## config.mk

```make
export PLATFORM = sky130hd
export DESIGN_NAME = bcd_seven_seg_scan_flat
export DESIGN_NICKNAME = d
export VERILOG_FILES = /design/src/rtl/bcd_seven_seg_scan_pkg.sv /design/src/rtl/bcd_seven_seg_scan_if.sv /design/src/rtl/bcd_seven_seg_scan_bcd_to_seg.sv /design/src/rtl/bcd_seven_seg_scan.sv /design/src/flat_wrapper.sv
export SDC_FILE = /design/constraint.sdc
export NUM_CORES = 1
export LEC_CHECK = 0
export ABC_CLOCK_PERIOD_IN_PS = 3700
export CAP_MARGIN = 15
export CELL_PAD_IN_SITES_DETAIL_PLACEMENT = 0
export CELL_PAD_IN_SITES_GLOBAL_PLACEMENT = 1
export CORE_AREA = 2 2 80 82
export DETAILED_ROUTE_END_ITERATION = 10
export DIE_AREA = 0 0 82 84
export PLACE_DENSITY_LB_ADDON = 0.08
export SYNTH_ARGS = -nofsm -noshare
export SYNTH_HDL_FRONTEND = slang
export SYNTH_HIERARCHICAL = 1
export SYNTH_SLANG_ARGS = --single-unit
```

## constraint.sdc

```tcl
create_clock -name clk -period 3.7 [get_ports clk]
set_input_delay 0.37 -clock clk [delete_from_list [all_inputs] [get_ports clk]]
set_output_delay 0.37 -clock clk [all_outputs]
set_load 0.005 [all_outputs]
```

## src/rtl/bcd_seven_seg_scan_pkg.sv

```systemverilog
// Shared constants for the 4-digit seven-segment scan display: digit count,
// active-low glyph table and the BCD digit type.
package calc_disp_pkg;

    localparam int         NUM_DIGITS = 4;
    localparam logic [6:0] SEG_BLANK  = 7'h7F;
    localparam logic [6:0] SEG_DASH   = 7'h3F;

    typedef logic [3:0] bcd_digit_t;

    // Segment order {g,f,e,d,c,b,a}. Non-BCD nibbles A..F show a dash.
    localparam logic [6:0] GLYPH [16] = '{
        7'h40, 7'h79, 7'h24, 7'h30, 7'h19, 7'h12, 7'h02, 7'h78,
        7'h00, 7'h10, SEG_DASH, SEG_DASH, SEG_DASH, SEG_DASH, SEG_DASH, SEG_DASH
    };

endpackage

```

## src/rtl/bcd_seven_seg_scan_if.sv

```systemverilog
// Display-side bundle: BCD load port toward the display driver and the
// multiplexed common-anode segment/anode outputs.
interface bcd_seven_seg_scan_if;

    logic [15:0] bcd_in;
    logic        load;
    logic [6:0]  seg_n;
    logic [3:0]  an_n;
    logic        upd_done;

    modport master (
        output bcd_in, load,
        input  seg_n, an_n, upd_done
    );

    modport slave (
        input  bcd_in, load,
        output seg_n, an_n, upd_done
    );

endinterface

```

## src/rtl/bcd_seven_seg_scan_bcd_to_seg.sv

```systemverilog
// Combinational BCD nibble to active-low seven-segment glyph lookup.
module bcd_to_seg
    import calc_disp_pkg::*;
(
    input  bcd_digit_t  i_digit,
    output logic [6:0]  o_seg_n
);

    assign o_seg_n = GLYPH[i_digit];

endmodule

```

## src/rtl/bcd_seven_seg_scan.sv

```systemverilog
// 4-digit time-multiplexed common-anode display driver with frame-aligned commit
// of new BCD values. Define LEADING_ZERO_BLANK_EN to blank leading zero digits.
module bcd_seven_seg_scan
    import calc_disp_pkg::*;
#(
    parameter int REFRESH_DIV = 50000,
    parameter int GUARD       = 2
) (
    input  logic                  clk,
    input  logic                  rst_n,
    bcd_seven_seg_scan_if.slave   bus
);

    localparam int               PW         = $clog2(REFRESH_DIV);
    localparam logic [PW-1:0]    PRESC_LAST = PW'(REFRESH_DIV - 1);
    localparam logic [PW-1:0]    GUARD_LIM  = PW'(GUARD);
    localparam logic [1:0]       IDX_LAST   = 2'(NUM_DIGITS - 1);

    logic [PW-1:0] r_presc;
    logic [1:0]    r_idx;
    logic [15:0]   r_pending;
    logic          r_pend_vld;
    logic [15:0]   r_shadow;
    logic [6:0]    r_seg_n;
    logic [3:0]    r_an_n;
    logic          r_upd_done;

    logic          w_wrap;
    logic          w_commit;
    bcd_digit_t    w_digit;
    logic [6:0]    w_glyph;
    logic          w_blank;
    logic [6:0]    w_seg_nxt;
    logic [3:0]    w_an_nxt;

    assign w_wrap   = (r_presc == PRESC_LAST);
    assign w_commit = w_wrap && (r_idx == IDX_LAST);
    assign w_digit  = r_shadow[{r_idx, 2'b00} +: 4];

    bcd_to_seg u_dec (
        .i_digit (w_digit),
        .o_seg_n (w_glyph)
    );

`ifdef LEADING_ZERO_BLANK_EN
    logic [3:0] w_zero;
    logic [3:0] w_lead_blank;

    always_comb begin
        for (int k = 0; k < 4; k++) w_zero[k] = (r_shadow[4*k +: 4] == 4'h0);
        w_lead_blank[3] = w_zero[3];
        w_lead_blank[2] = w_zero[3] & w_zero[2];
        w_lead_blank[1] = w_zero[3] & w_zero[2] & w_zero[1];
        w_lead_blank[0] = 1'b0;
    end

    assign w_blank = w_lead_blank[r_idx];
`else
    assign w_blank = 1'b0;
`endif

    // NOTE: every output of a combinational block gets a default first so no latch is inferred.
    always_comb begin
        w_seg_nxt = SEG_BLANK;
        w_an_nxt  = 4'hF;
        if (r_presc >= GUARD_LIM && !w_blank) begin
            w_an_nxt  = ~(4'b0001 << r_idx);
            w_seg_nxt = w_glyph;
        end
    end

    // NOTE: sequential state uses non-blocking assignments so all registers update together.
    always_ff @(posedge clk or negedge rst_n) begin
        if (!rst_n) begin
            r_presc <= '0;
            r_idx   <= 2'd0;
        end else if (w_wrap) begin
            r_presc <= '0;
            r_idx   <= r_idx + 2'd1;
        end else begin
            r_presc <= r_presc + 1'b1;
        end
    end

    // NOTE: the buffers are reset (not left as uninitialised storage) so the display reads 0000 after reset.
    // A load on the commit cycle wins pend_vld; the commit still takes the older pending value.
    always_ff @(posedge clk or negedge rst_n) begin
        if (!rst_n) begin
            r_pending  <= 16'h0000;
            r_pend_vld <= 1'b0;
            r_shadow   <= 16'h0000;
            r_upd_done <= 1'b0;
        end else begin
            if (bus.load) begin
                r_pending  <= bus.bcd_in;
                r_pend_vld <= 1'b1;
            end else if (w_commit) begin
                r_pend_vld <= 1'b0;
            end
            if (w_commit && r_pend_vld) r_shadow <= r_pending;
            r_upd_done <= w_commit && r_pend_vld;
        end
    end

    always_ff @(posedge clk or negedge rst_n) begin
        if (!rst_n) begin
            r_seg_n <= SEG_BLANK;
            r_an_n  <= 4'hF;
        end else begin
            r_seg_n <= w_seg_nxt;
            r_an_n  <= w_an_nxt;
        end
    end

    assign bus.seg_n    = r_seg_n;
    assign bus.an_n     = r_an_n;
    assign bus.upd_done = r_upd_done;

endmodule
```

## src/flat_wrapper.sv

```systemverilog
// flat-port wrapper written by rule: the top's interface ports become plain ports
module bcd_seven_seg_scan_flat import calc_disp_pkg::*;
#(
    parameter int REFRESH_DIV = 50000,
    parameter int GUARD       = 2
)
  (clk, rst_n, bus_bcd_in, bus_load, bus_seg_n, bus_an_n, bus_upd_done);
  bcd_seven_seg_scan_if bus_i ();
  input  logic clk;
  input  logic rst_n;
  input wire logic [$bits(bus_i.bcd_in)-1:0] bus_bcd_in;
  input wire logic [$bits(bus_i.load)-1:0] bus_load;
  output wire logic [$bits(bus_i.seg_n)-1:0] bus_seg_n;
  output wire logic [$bits(bus_i.an_n)-1:0] bus_an_n;
  output wire logic [$bits(bus_i.upd_done)-1:0] bus_upd_done;
  assign bus_i.bcd_in = bus_bcd_in;
  assign bus_i.load = bus_load;
  assign bus_seg_n = bus_i.seg_n;
  assign bus_an_n = bus_i.an_n;
  assign bus_upd_done = bus_i.upd_done;
  bcd_seven_seg_scan #(.REFRESH_DIV(REFRESH_DIV), .GUARD(GUARD)) u_core (.clk(clk), .rst_n(rst_n), .bus(bus_i));
endmodule
```

==> summary.md, run 1 <==
| Metric | Value |
|---|---|
| CP Cell Sequence | `or4_4 -> nor4_4 -> buf_4 -> and3_1 -> mux2_2` |
| Post-Syn Instances | `roughly 220` |
| Pwr/cell area | `400 nW/um^2` |
| Setup crit start kind | `flip-flop` |
| Clock latency on the worst-skew pair | `320 ps` |
| Grt total ovfl | `0` |
| Vias in the first global route | `1731` |
| Min-delay worst type | `input pin to asynchronous set/reset pin` |
| Metal2 WL | `2.20 mm` |
| Synth Cell Area | `between 2000 and 3000 sq um` |
| Root buf cell | `clkbuf_8` |
| CTS buffer count | `9` |
| Status | `completed` |
| Critical Path End Type | `flip-flop` |
| Post-synth EDFFs | `0` |
| Layout cells sized above 1 | `26.8%` |
| CTS Hold Bufs | `0` |
| Synth unique cells | `43` |
| Critical path's largest stage delay | `680 ps` |
| Max-cap violations | `0` |
| Largest net degree at the start of global routing | `50` |
| Nets@finish | `~290` |
| Remaining antenna violation count | `0` |
| Most frequent cells in the layout | `dfrtp_1 (52), clkdlybuf4s50_1 (29), mux2_2 (23)` |
| Post-synthesis net count | `252` |
| Register area | `1590 sq um` |
| RePlAce Congestion | `0.740` |
| Buffers on Ports | `30` |
| CTS-repair resized insts | `0` |
| Worst VDD drop | `0.260 mV` |
| Area Overhead vs Synth | `20.2%` |
| Post-layout util | `56.7%` |
| Multiplexer share of the synthesized area | `16.0%` |
| Simple-gate share of the synthesized area | `13.6%` |
| Diodes inserted | `0` |
| Critical Path Stages | `5` |
| # rows | `29` |
| Leakage | `roughly 1.5 nW` |
| Core ar. | `about 6100 sq um` |
| HPWL after detailed placement | `3.28 mm` |
| Xor and xnor fraction of the mapped netlist area | `~4.3%` |
| Max FO, Critical Path | `17` |
| H-tree depth | `3` |
| Via count | `1718` |
| Dominant combinational cell family by area after synthesis | `multiplexers` |
| Crit-path slowest cell | `and3_1` |
| Avg WL per Cell | `13.8 um` |
| Fin crit share | `74.1%` |
| Met3 wire length | `~160 um` |
| CTS Buffer Depth | `2` |
| WL met1 | `2.28 mm` |
| WL final | `~4.7 mm` |
| Die Y | `about 84 um` |
| DR vias/cell | `5.08` |
| TritonCTS clock tree | `built` |
| Share of the yosys chip area belonging to registers | `55.4%` |
| CP top delay family | `simple AND/OR/NAND/NOR gates` |
| Adder-cell share of the synthesized area | `4.79%` |
| Post-CTS Setup Inserts | `0` |
| Max Slew Vio Count | `0` |
| Compound-cell area share of the yosys netlist | `2.66%` |
| Commonest non-fill, non-tap cell in the layout | `dfrtp_1` |
| Ys async rst share | `100%` |
| Multi-input logic area | `1190 sq um` |
| Clock transition at path regs | `70 ps` |
| Fmax | `around 360 MHz` |
| Ys Warns | `6` |
| Final Hold Viols | `0` |
| Required time of the critical path | `3910 ps` |
| Tot Pwr | `0.00138 W` |
| Full die area | `6890 sq um` |
| Mapped Avg Cell Area | `12.9 sq um` |
| Post-route DRC | `0` |
| Worst path buffer plus inverter count | `1` |
| Most used DFF post-synth | `dfrtp_1` |
| Num ports | `31` |
| Setup CP Type | `flip-flop to flip-flop` |
| Filler cell count | `between 500 and 600` |
| Minimum clock period | `approximately 2700 ps` |
| Setup Skew | `7.89 ps` |
| Max transition margin | `42.0%` |
| RSZ-0062 raised after global routing | `false` |
| Setup-failing EPs final | `0` |
| Die width | `82 um` |
| First-pass GRT wire length | `8.20 mm` |
| Worst EP arrival | `2950 ps` |
| Clock Sinks | `63` |
| Highest routed metal layer | `met4` |
| Reg2Reg Depth | `5` |
| Fin Setup TNS | `0 ps` |
| #FFs+latches synth | `63` |
| Drt pass-1 iters | `4` |
| Worst-margin pin slew | `roughly 860 ps` |
| Starting DRC count in detailed routing | `between 60 and 70` |
| Initial antenna violation count | `0` |
| Initial Utilization | `47.1%` |
| GR Util All Layers | `15.7%` |
## area by class of cell
| type | count | area share, % |
|---|---|---|
| sequential | 63 | 46.1 |
| multi-input combinational | 140 | 34.4 |
| timing repair buffer | 34 | 9.86 |
| clock buffer | 13 | 4.89 |
| tap | 77 | 2.79 |
| clock inverter | 3 | 1.16 |
| inverter | 8 | 0.870 |
## flip-flops by register name, summed over array words and instances (netlist names)
name / flops
u_core/r_pending: 16
u_core/r_presc: 16
u_core/r_shadow: 16
u_core/bus.seg_n: 7
u_core/bus.an_n: 4
u_core/r_idx: 2
u_core/bus.upd_done: 1
u_core/r_pend_vld: 1
## per-layer routing
| metal | vias up | GRT usage (%) |
|---|---|---|
| li1 | 840 | - |
| met3 | 4 | 3.57 |
| met5 | - | 0 |
| met1 | 842 | 22.7 |
| met4 | 0 | 6.82 |
| met2 | 32 | 22.5 |
## worst reg2reg max path, cell delays in order (launching register included)
cell and delay (ps):
dfrtp_1 430, or4_4 580, nor4_4 280, buf_4 230
and3_1 680, mux2_2 420
## per-stage QoR
| stage | cell area, sq um | hold slack, ps | setup slack (ps) | std cells |
|---|---|---|---|---|
| floorplan | 2870 | 74.4 | 1480 | 222 |
| global placement | 3210 | 457 | 1000 | 320 |
| detailed placement | 3210 | 461 | 946 | 320 |
| CTS | 3420 | 271 | 936 | 336 |
| global route | 3450 | 455 | 794 | 338 |
| finish | 3450 | 435 | 959 | 338 |
## report_power, final
part           switching [W]  internal (W)
clock network       0.000245      0.000365
logic              0.0000222     0.0000350
registers         0.00000928      0.000707
total               0.000277       0.00111
## final timing paths
path / startpoint / to / slack (ps)
worst max-delay path: u_core/r_presc[11] / u_core/r_shadow[15] / 960
worst min-delay path: rst_n / u_core/r_pending[11] / 440
worst max register to register: u_core/r_presc[11] / u_core/r_shadow[15] / 960
worst min register to register: u_core/r_pend_vld / u_core/r_pend_vld / 470
max in group asynchronous: rst_n / u_core/r_presc[9] / 2510
min in group clk: u_core/r_pend_vld / u_core/r_pend_vld / 470
## kinds of logic (layout without fill, tap and decap cells)
family,after synthesis,count (layout)
AOI/OAI and AO/OA,12,12
muxes,37,37
buffers and inverters,19,58
xor gates and xnor gates,14,14
adders and majority gates,11,11
DFF,63,63
and+or+nand+nor,66,66
## cell usage after synthesis, types with 2 or more instances
cell	n	area, sq um
or2_2	8	50.1
nand2_1	6	22.5
a22oi_1	2	15.0
mux4_2	4	90.1
and3_1	2	12.5
dfstp_2	11	289
nand3_1	8	40.0
dfrtp_1	52	1300
xor2_1	7	61.3
nor2_1	11	41.3
nand2b_1	5	31.3
mux2_2	23	259
nand4_1	6	37.5
o31ai_1	2	15.0
xnor2_1	7	61.3
inv_1	8	30.0
a21oi_1	3	15.0
o21ai_0	2	10.0
mux2_1	9	101
nor4_1	2	12.5
a21o_1	2	15.0
nor3_1	6	30.0
clkbuf_1	6	22.5
ha_1	11	138
Power figures use the tool's default switching activity.
==> run 2, diff against run 1 <==
--- a/config.mk
+++ b/config.mk
@@ -5,13 +5,13 @@
 export SDC_FILE = /design/constraint.sdc
 export NUM_CORES = 1
 export LEC_CHECK = 0
-export ABC_CLOCK_PERIOD_IN_PS = 3700
+export ABC_CLOCK_PERIOD_IN_PS = 2600
 export CAP_MARGIN = 15
 export CELL_PAD_IN_SITES_DETAIL_PLACEMENT = 0
 export CELL_PAD_IN_SITES_GLOBAL_PLACEMENT = 1
-export CORE_AREA = 2 2 80 82
+export CORE_AREA = 2 2 83 85
 export DETAILED_ROUTE_END_ITERATION = 10
-export DIE_AREA = 0 0 82 84
+export DIE_AREA = 0 0 85 87
 export PLACE_DENSITY_LB_ADDON = 0.08
 export SYNTH_ARGS = -nofsm -noshare
 export SYNTH_HDL_FRONTEND = slang
==> constraint.sdc (replaced) <==
create_clock -name clk -period 2.6 [get_ports clk]
set_input_delay 0.26 -clock clk [delete_from_list [all_inputs] [get_ports clk]]
set_output_delay 0.26 -clock clk [all_outputs]
set_load 0.005 [all_outputs]
==> run 2 against run 1 <==
  * Final area barely moved
  * Clock power rose by 53%
  * Critical path depth did not move
  * Via count rose by 0.81%
  * Combinational power rose by 38%
  * Clock skew fell by 2.7 ps
  * Sequential cell count did not move
  * Maximum frequency rose by 25%
  * Cell count rose by 1.2%
  * First-iteration DRC count did not move
==> summary.md, run 2 (synthesis gave the netlist of run 1 again) <==
| Metric | Value |
|---|---|
| FF-to-FF setup slack | `410 ps` |
| Min-delay worst type | `input pin to asynchronous set/reset pin` |
| CTS Buffer Depth | `2` |
| Critical path's largest stage delay | `570 ps` |
| Post-layout util | `between 50% and 60%` |
| Commonest non-fill, non-tap cell in the layout | `dfrtp_1` |
| Switch share | `20.4%` |
| Place WS | `406 ps` |
| Starting DRC count in detailed routing | `64` |
| Switching pwr | `0.000414 W` |
| Leakage | `roughly 1.5 nW` |
| Combinational Power Share | `between 3 and 4%` |
| Most used routing layer | `met2` |
| Num ports | `31` |
| Max transition margin | `45.7%` |
| RePlAce Congestion | `~0.74` |
| Sequential power share | `50.2%` |
| HPWL after detailed placement | `3.47 mm` |
| Worst EP arrival | `about 2400 ps` |
| Diodes inserted | `0` |
| Initial Utilization | `between 40% and 50%` |
| Die width | `85 um` |
| Post-route DRC | `0` |
| Regs by FF count | `u_core/r_pending (16), u_core/r_presc (16), u_core/r_shadow (16)` |
| Fin Setup TNS | `0 ps` |
| Clock transition at path regs | `70 ps` |
| DR vias/cell | `around 5` |
| Filler cell count | `580` |
| Core ar. | `about 6600 sq um` |
| Buffers on Ports | `30` |
| Nets@finish | `287` |
| Setup CP Type | `flip-flop to flip-flop` |
| WL final | `about 5 mm` |
| Die Y | `87 um` |
| Worst reg2reg path endpoint | `u_core/r_shadow[8]` |
| Via count | `1732` |
| Final setup margin | `408 ps` |
| Pwr/cell area | `a little under 600 nW/um^2` |
| CP top delay family | `simple AND/OR/NAND/NOR gates` |
| Clock share of power | `between 40% and 50%` |
| # rows | `30` |
| Initial antenna violation count | `0` |
| Reg2reg start | `u_core/r_presc[11]` |
| Drt pass-1 iters | `4` |
| Tot Pwr | `between 0.002 and 0.0025 W` |
| CTS Hold Bufs | `0` |
| Layout cells sized above 1 | `27.1%` |
| Status | `completed` |
| Setup Skew | `5.18 ps` |
| Critical Path End Type | `flip-flop` |
| RSZ-0062 raised after global routing | `false` |
| Worst-margin pin slew | `815 ps` |
| Vias in the first global route | `around 1700` |
| Remaining antenna violation count | `0` |
| GR Util All Layers | `15.2%` |
| Clock Sinks | `63` |
| Area Overhead vs Synth | `20.3%` |
| TritonCTS clock tree | `built` |
| Required time of the critical path | `roughly 2800 ps` |
| Max Slew Vio Count | `0` |
| Routing usage on met2 | `23.0%` |
| First-pass GRT wire length | `8.59 mm` |
| CTS-repair resized insts | `0` |
| Root buf cell | `clkbuf_8` |
| GR Layer Usage met3 | `4.93%` |
| GR Util met1 | `around a fifth` |
| CTS buffer count | `9` |
| Crit-path slowest cell | `or4_4` |
| Internal | `between 0.0015 and 0.002 W` |
| Fmax | `between 400 and 500 MHz` |
| H-tree depth | `3` |
| Reg2Reg Depth | `5` |
| Post-CTS Setup Inserts | `0` |
| Avg WL per Cell | `14.6 um` |
| Largest net degree at the start of global routing | `36` |
| Grt total ovfl | `0` |
| Max FO, Critical Path | `17` |
| Setup crit start kind | `flip-flop` |
| Worst VDD drop | `0.289 mV` |
| CP Cell Sequence | `or4_4 -> nor4_4 -> and3_1 -> buf_4 -> mux2_2` |
| Clock latency on the worst-skew pair | `330 ps` |
| Minimum clock period | `2190 ps` |
| Most frequent cells in the layout | `dfrtp_1 (52), clkdlybuf4s50_1 (29), mux2_2 (23)` |
| Worst path buffer plus inverter count | `1` |
| Final Hold Viols | `0` |
| Fin crit share | `84.3%` |
| Setup-failing EPs final | `0` |
| Full die area | `7400 sq um` |
| Max-cap violations | `0` |
-- run 2: cell count changes in the layout (fill, tap and decap cells not counted) --
| cell | delta |
|---|---|
| clkbuf_1 | +1 |
| dlygate4sd3_1 | -1 |
| buf_4 | +3 |
| buf_12 | -1 |
| bufinv_16 | +1 |
| clkbuf_8 | -2 |
-- run 2: worst max path at each step --
stage	startpoint	to	slack (ps)	depth (start not counted)
CTS	u_core/r_presc[11]	u_core/r_shadow[8]	400	5
global placement	u_core/r_presc[11]	u_core/r_shadow[4]	440	5
detailed placement	u_core/r_presc[11]	u_core/r_shadow[7]	410	5
floorplan	u_core/r_presc[11]	u_core/r_shadow[0]	380	6
finish	u_core/r_presc[11]	u_core/r_shadow[8]	410	5
global route	u_core/r_idx[0]	u_core/bus.seg_n[5]	310	5
-- run 2: layout make-up --
cell class                 count  area (sq um)  share of cell area [%]
multi-input combinational    140          1190                    34.4
inverter                       8          30.0                   0.869
sequential                    63          1590                    46.0
clock buffer                  12           145                    4.20
tap                           80           100                    2.90
timing repair buffer          35           333                    9.63
clock inverter                 4          70.1                    2.03
-- run 2: power groups by stage --
stage / sequential (W) / clock [W] / combinational, W
after floorplan: 0.00103 / 0 / 0.0000303
after CTS: 0.00102 / 0.000969 / 0.0000828
after detailed placement: 0.00104 / 0 / 0.0000824
final: 0.00102 / 0.000932 / 0.0000791
after global placement: 0.00104 / 0 / 0.0000805
after global routing: 0.00102 / 0.00102 / 0.0000892
-- run 2: per-layer routing --
| metal | vias up | wire length, um |
|---|---|---|
| met4 | 0 | 69 |
| met3 | 6 | 191 |
| li1 | 838 | - |
| met2 | 29 | 2340 |
| met5 | - | 0 |
| met1 | 859 | 2410 |
-- run 2: worst register-to-register path, cell delays in order, from the launching register on --
cell and delay, ps:
dfrtp_1 430, or4_4 570, nor4_4 300, and3_1 180
buf_4 240, mux2_2 360
-- run 2: per-stage QoR --
step / hold slack, ps / std cells / cell area (sq um)
4_1_cts: 28.1 / 342 / 3460
6_report: 18.8 / 342 / 3460
3_3_place_gp: 403 / 326 / 3240
5_1_grt: 65.8 / 342 / 3460
2_1_floorplan: -35.6 / 222 / 2870
3_5_place_dp: 403 / 326 / 3240
==> run 3, diff against run 2 <==
--- a/config.mk
+++ b/config.mk
@@ -5,13 +5,13 @@
 export SDC_FILE = /design/constraint.sdc
 export NUM_CORES = 1
 export LEC_CHECK = 0
-export ABC_CLOCK_PERIOD_IN_PS = 2600
+export ABC_CLOCK_PERIOD_IN_PS = 1850
 export CAP_MARGIN = 15
 export CELL_PAD_IN_SITES_DETAIL_PLACEMENT = 0
 export CELL_PAD_IN_SITES_GLOBAL_PLACEMENT = 1
-export CORE_AREA = 2 2 83 85
+export CORE_AREA = 2 2 87 89
 export DETAILED_ROUTE_END_ITERATION = 10
-export DIE_AREA = 0 0 85 87
+export DIE_AREA = 0 0 89 91
 export PLACE_DENSITY_LB_ADDON = 0.08
 export SYNTH_ARGS = -nofsm -noshare
 export SYNTH_HDL_FRONTEND = slang
==> constraint.sdc (replaced) <==
create_clock -name clk -period 1.85 [get_ports clk]
set_input_delay 0.185 -clock clk [delete_from_list [all_inputs] [get_ports clk]]
set_output_delay 0.185 -clock clk [all_outputs]
set_load 0.005 [all_outputs]
==> run 3 against run 2 <==
  * The flow now finishes with violations (setup timing)
  * Die area up 9.5%
  * Worst setup slack worse by 500 ps
  * Routed wire length up 14%
  * First-iteration DRC count fell by 7.8%
  * Cell count grew 15%
  * Clock-buffer cell count shrank 2
  * Total power rose by 41%
  * Global-route usage up 0.45 points
  * Critical path depth unchanged
  * Highest routed layer unchanged
==> summary.md, run 3 (synthesis gave the netlist of run 1 again) <==
| Metric | Value |
|---|---|
| Fin Setup TNS | `-1310 ps` |
| Most frequent cells in the layout | `dfrtp_1 (51), clkdlybuf4s50_1 (29), buf_4 (29)` |
| Buffers on Ports | `30` |
| Remaining antenna violation count | `0` |
| RePlAce Congestion | `0.778` |
| Core ar. | `approximately 7000 sq um` |
| Nets@finish | `319` |
| Root buf cell | `clkbuf_8` |
| Required time of the critical path | `2080 ps` |
| Starting DRC count in detailed routing | `59` |
| Grt total ovfl | `0` |
| Initial Utilization | `approximately 40%` |
| Area Overhead vs Synth | `37.5%` |
| Max-cap violations | `0` |
| Clock share of power | `46.0%` |
| TritonCTS clock tree | `built` |
| Switching pwr | `0.000592 W` |
| Die width | `89 um` |
| Max transition margin | `78.2%` |
| Critical path's largest stage delay | `between 500 and 600 ps` |
| Avg WL per Cell | `about 14 um` |
| Largest net degree at the start of global routing | `64` |
| Num ports | `31` |
| Die Y | `between 90 and 100 um` |
| Combinational Power Share | `~4.0%` |
| Max Slew Vio Count | `0` |
| Violated checks | `setup timing` |
| # rows | `31` |
| Clock Sinks | `between 60 and 70` |
| Post-route DRC | `0` |
| CTS buffer count | `9` |
| Setup-failing EPs final | `16` |
| Setup Skew | `about 6 ps` |
| CP Cell Sequence | `or4_4 -> nor4_4 -> and3_4 -> clkbuf_16 -> mux2_4` |
| Clock transition at path regs | `70 ps` |
| Initial antenna violation count | `0` |
| Non-filler cells, final | `393` |
| CP top delay family | `simple AND/OR/NAND/NOR gates` |
| Post-layout util | `between 50% and 60%` |
| Worst-margin pin slew | `327 ps` |
| Commonest non-fill, non-tap cell in the layout | `dfrtp_1` |
| Minimum clock period | `1950 ps` |
| Min-delay worst type | `input pin to asynchronous set/reset pin` |
| Worst path buffer plus inverter count | `1` |
| Status | `finished, violations left` |
| CTS Buffer Depth | `2` |
| Pwr/cell area | `726 nW/um^2` |
| Placed cells | `371` |
| Final setup margin | `-95.2 ps` |
| Setup crit start kind | `flip-flop` |
| Via count | `between 1500 and 2000` |
| Vias in the first global route | `1942` |
| Diodes inserted | `0` |
| HPWL after detailed placement | `~3.7 mm` |
| RSZ-0062 raised after global routing | `true` |
| Fmax | `514 MHz` |
| Drt pass-1 iters | `4` |
| Full die area | `8100 sq um` |
| Switch share | `20.7%` |
| Max FO, Critical Path | `8` |
| Layout cells sized above 1 | `a little over two fifths` |
| Crit-path slowest cell | `or4_4` |
| Critical Path End Type | `flip-flop` |
| Worst VDD drop | `between 0.3 and 0.4 mV` |
| H-tree depth | `3` |
| Worst EP arrival | `2170 ps` |
| Filler cell count | `630` |
| DR vias/cell | `4.82` |
| Final Hold Viols | `0` |
| Clock latency on the worst-skew pair | `between 300 and 400 ps` |
| Sequential power share | `50.0%` |
| Fin crit share | `105%` |
| Internal | `about 0.0023 W` |
| Setup CP Type | `flip-flop to flip-flop` |
| Leakage | `1.75 nW` |
| GR Util All Layers | `15.6%` |
| First-pass GRT wire length | `about 9.4 mm` |
| WL final | `5.69 mm` |
| Regs by FF count | `u_core/r_pending (16), u_core/r_presc (16), u_core/r_shadow (16)` |
[run 3: cell count changes in the layout (fill, tap and decap cells not counted), sizes merged]
cell,delta
mux4,+1
buf,+29
clkinv,+2
clkbuf,-1
dlygate4sd3,+1
[run 3: path summary, 6_finish.rpt]
kind / from / end / slack (ps) / depth (start not counted)
setup / recovery: u_core/r_presc[13] / u_core/r_shadow[3] / -100 / 5
hold / removal: rst_n / u_core/r_shadow[4] / 390 / 3
setup reg to reg: u_core/r_presc[13] / u_core/r_shadow[3] / -100 / 5
hold reg to reg: u_core/r_pend_vld / u_core/r_pend_vld / 490 / 1
max in group asynchronous: rst_n / u_core/bus.seg_n[6] / 1140 / 3
min in group clk: bus_bcd_in[10] / u_core/r_pending[10] / 450 / 2
[run 3: power groups by stage]
| stage | Sequential (W) | Clock, W | Combinational [W] |
|---|---|---|---|
| after floorplan | 0.00145 | 0 | 0.0000426 |
| after global placement | 0.00146 | 0 | 0.000116 |
| after detailed placement | 0.00146 | 0 | 0.000118 |
| after CTS | 0.00143 | 0.00137 | 0.000120 |
| after global routing | 0.00144 | 0.00142 | 0.000130 |
| final | 0.00143 | 0.00132 | 0.000116 |
[run 3: worst register-to-register path, delay by kind of cell (launching register included)]
| kind | cells | cell delay [ps] |
|---|---|---|
| mux | 1 | 300 |
| simple gates | 3 | 980 |
| flops | 1 | 380 |
| buf+inv | 1 | 170 |
[run 3: stage by stage]
step / total power, W / hold WS, ps / area, sq um / worst slack [ps]
after floorplan: 0.00149 / -111 / 2940 / -206
after global placement: 0.00157 / 222 / 3530 / -83.3
after CTS: 0.00292 / 389 / 3820 / -88.5
after detailed placement: 0.00158 / 226 / 3530 / -104
after global routing: 0.00299 / 416 / 3950 / -171
final: 0.00287 / 390 / 3950 / -95.2
[run 3: final cells by class]
type	instances	area, sq um	share of cell area (%)
Sequential cell	63	1590	40.3
Multi-Input combinational cell	141	1360	34.3
Timing Repair Buffer	66	622	15.7
Clock buffer	10	138	3.49
Tap cell	99	124	3.14
Clock inverter	6	83.8	2.12
Inverter	8	35.0	0.887
[run 3: repair_timing]
item / in CTS / in global routing
buffers inserted: 1 / 2
endpoints found under the setup margin: 21 / 22
endpoints found under the hold margin: 52 / 0
resized for setup: 6 / 25
hold buffers: 1 / 0
cloned: 1 / 1
pin swaps: 3 / 4
[run 3: layer usage]
| metal | vias to the layer above | routed length [um] | global-route usage (%) |
|---|---|---|---|
| li1 | 911 | - | - |
| met1 | 940 | 2520 | 19.8 |
| met2 | 34 | 2860 | 24.4 |
| met3 | 9 | 213 | 4.91 |
| met4 | 0 | 98 | 6.72 |
| met5 | - | 0 | 0 |
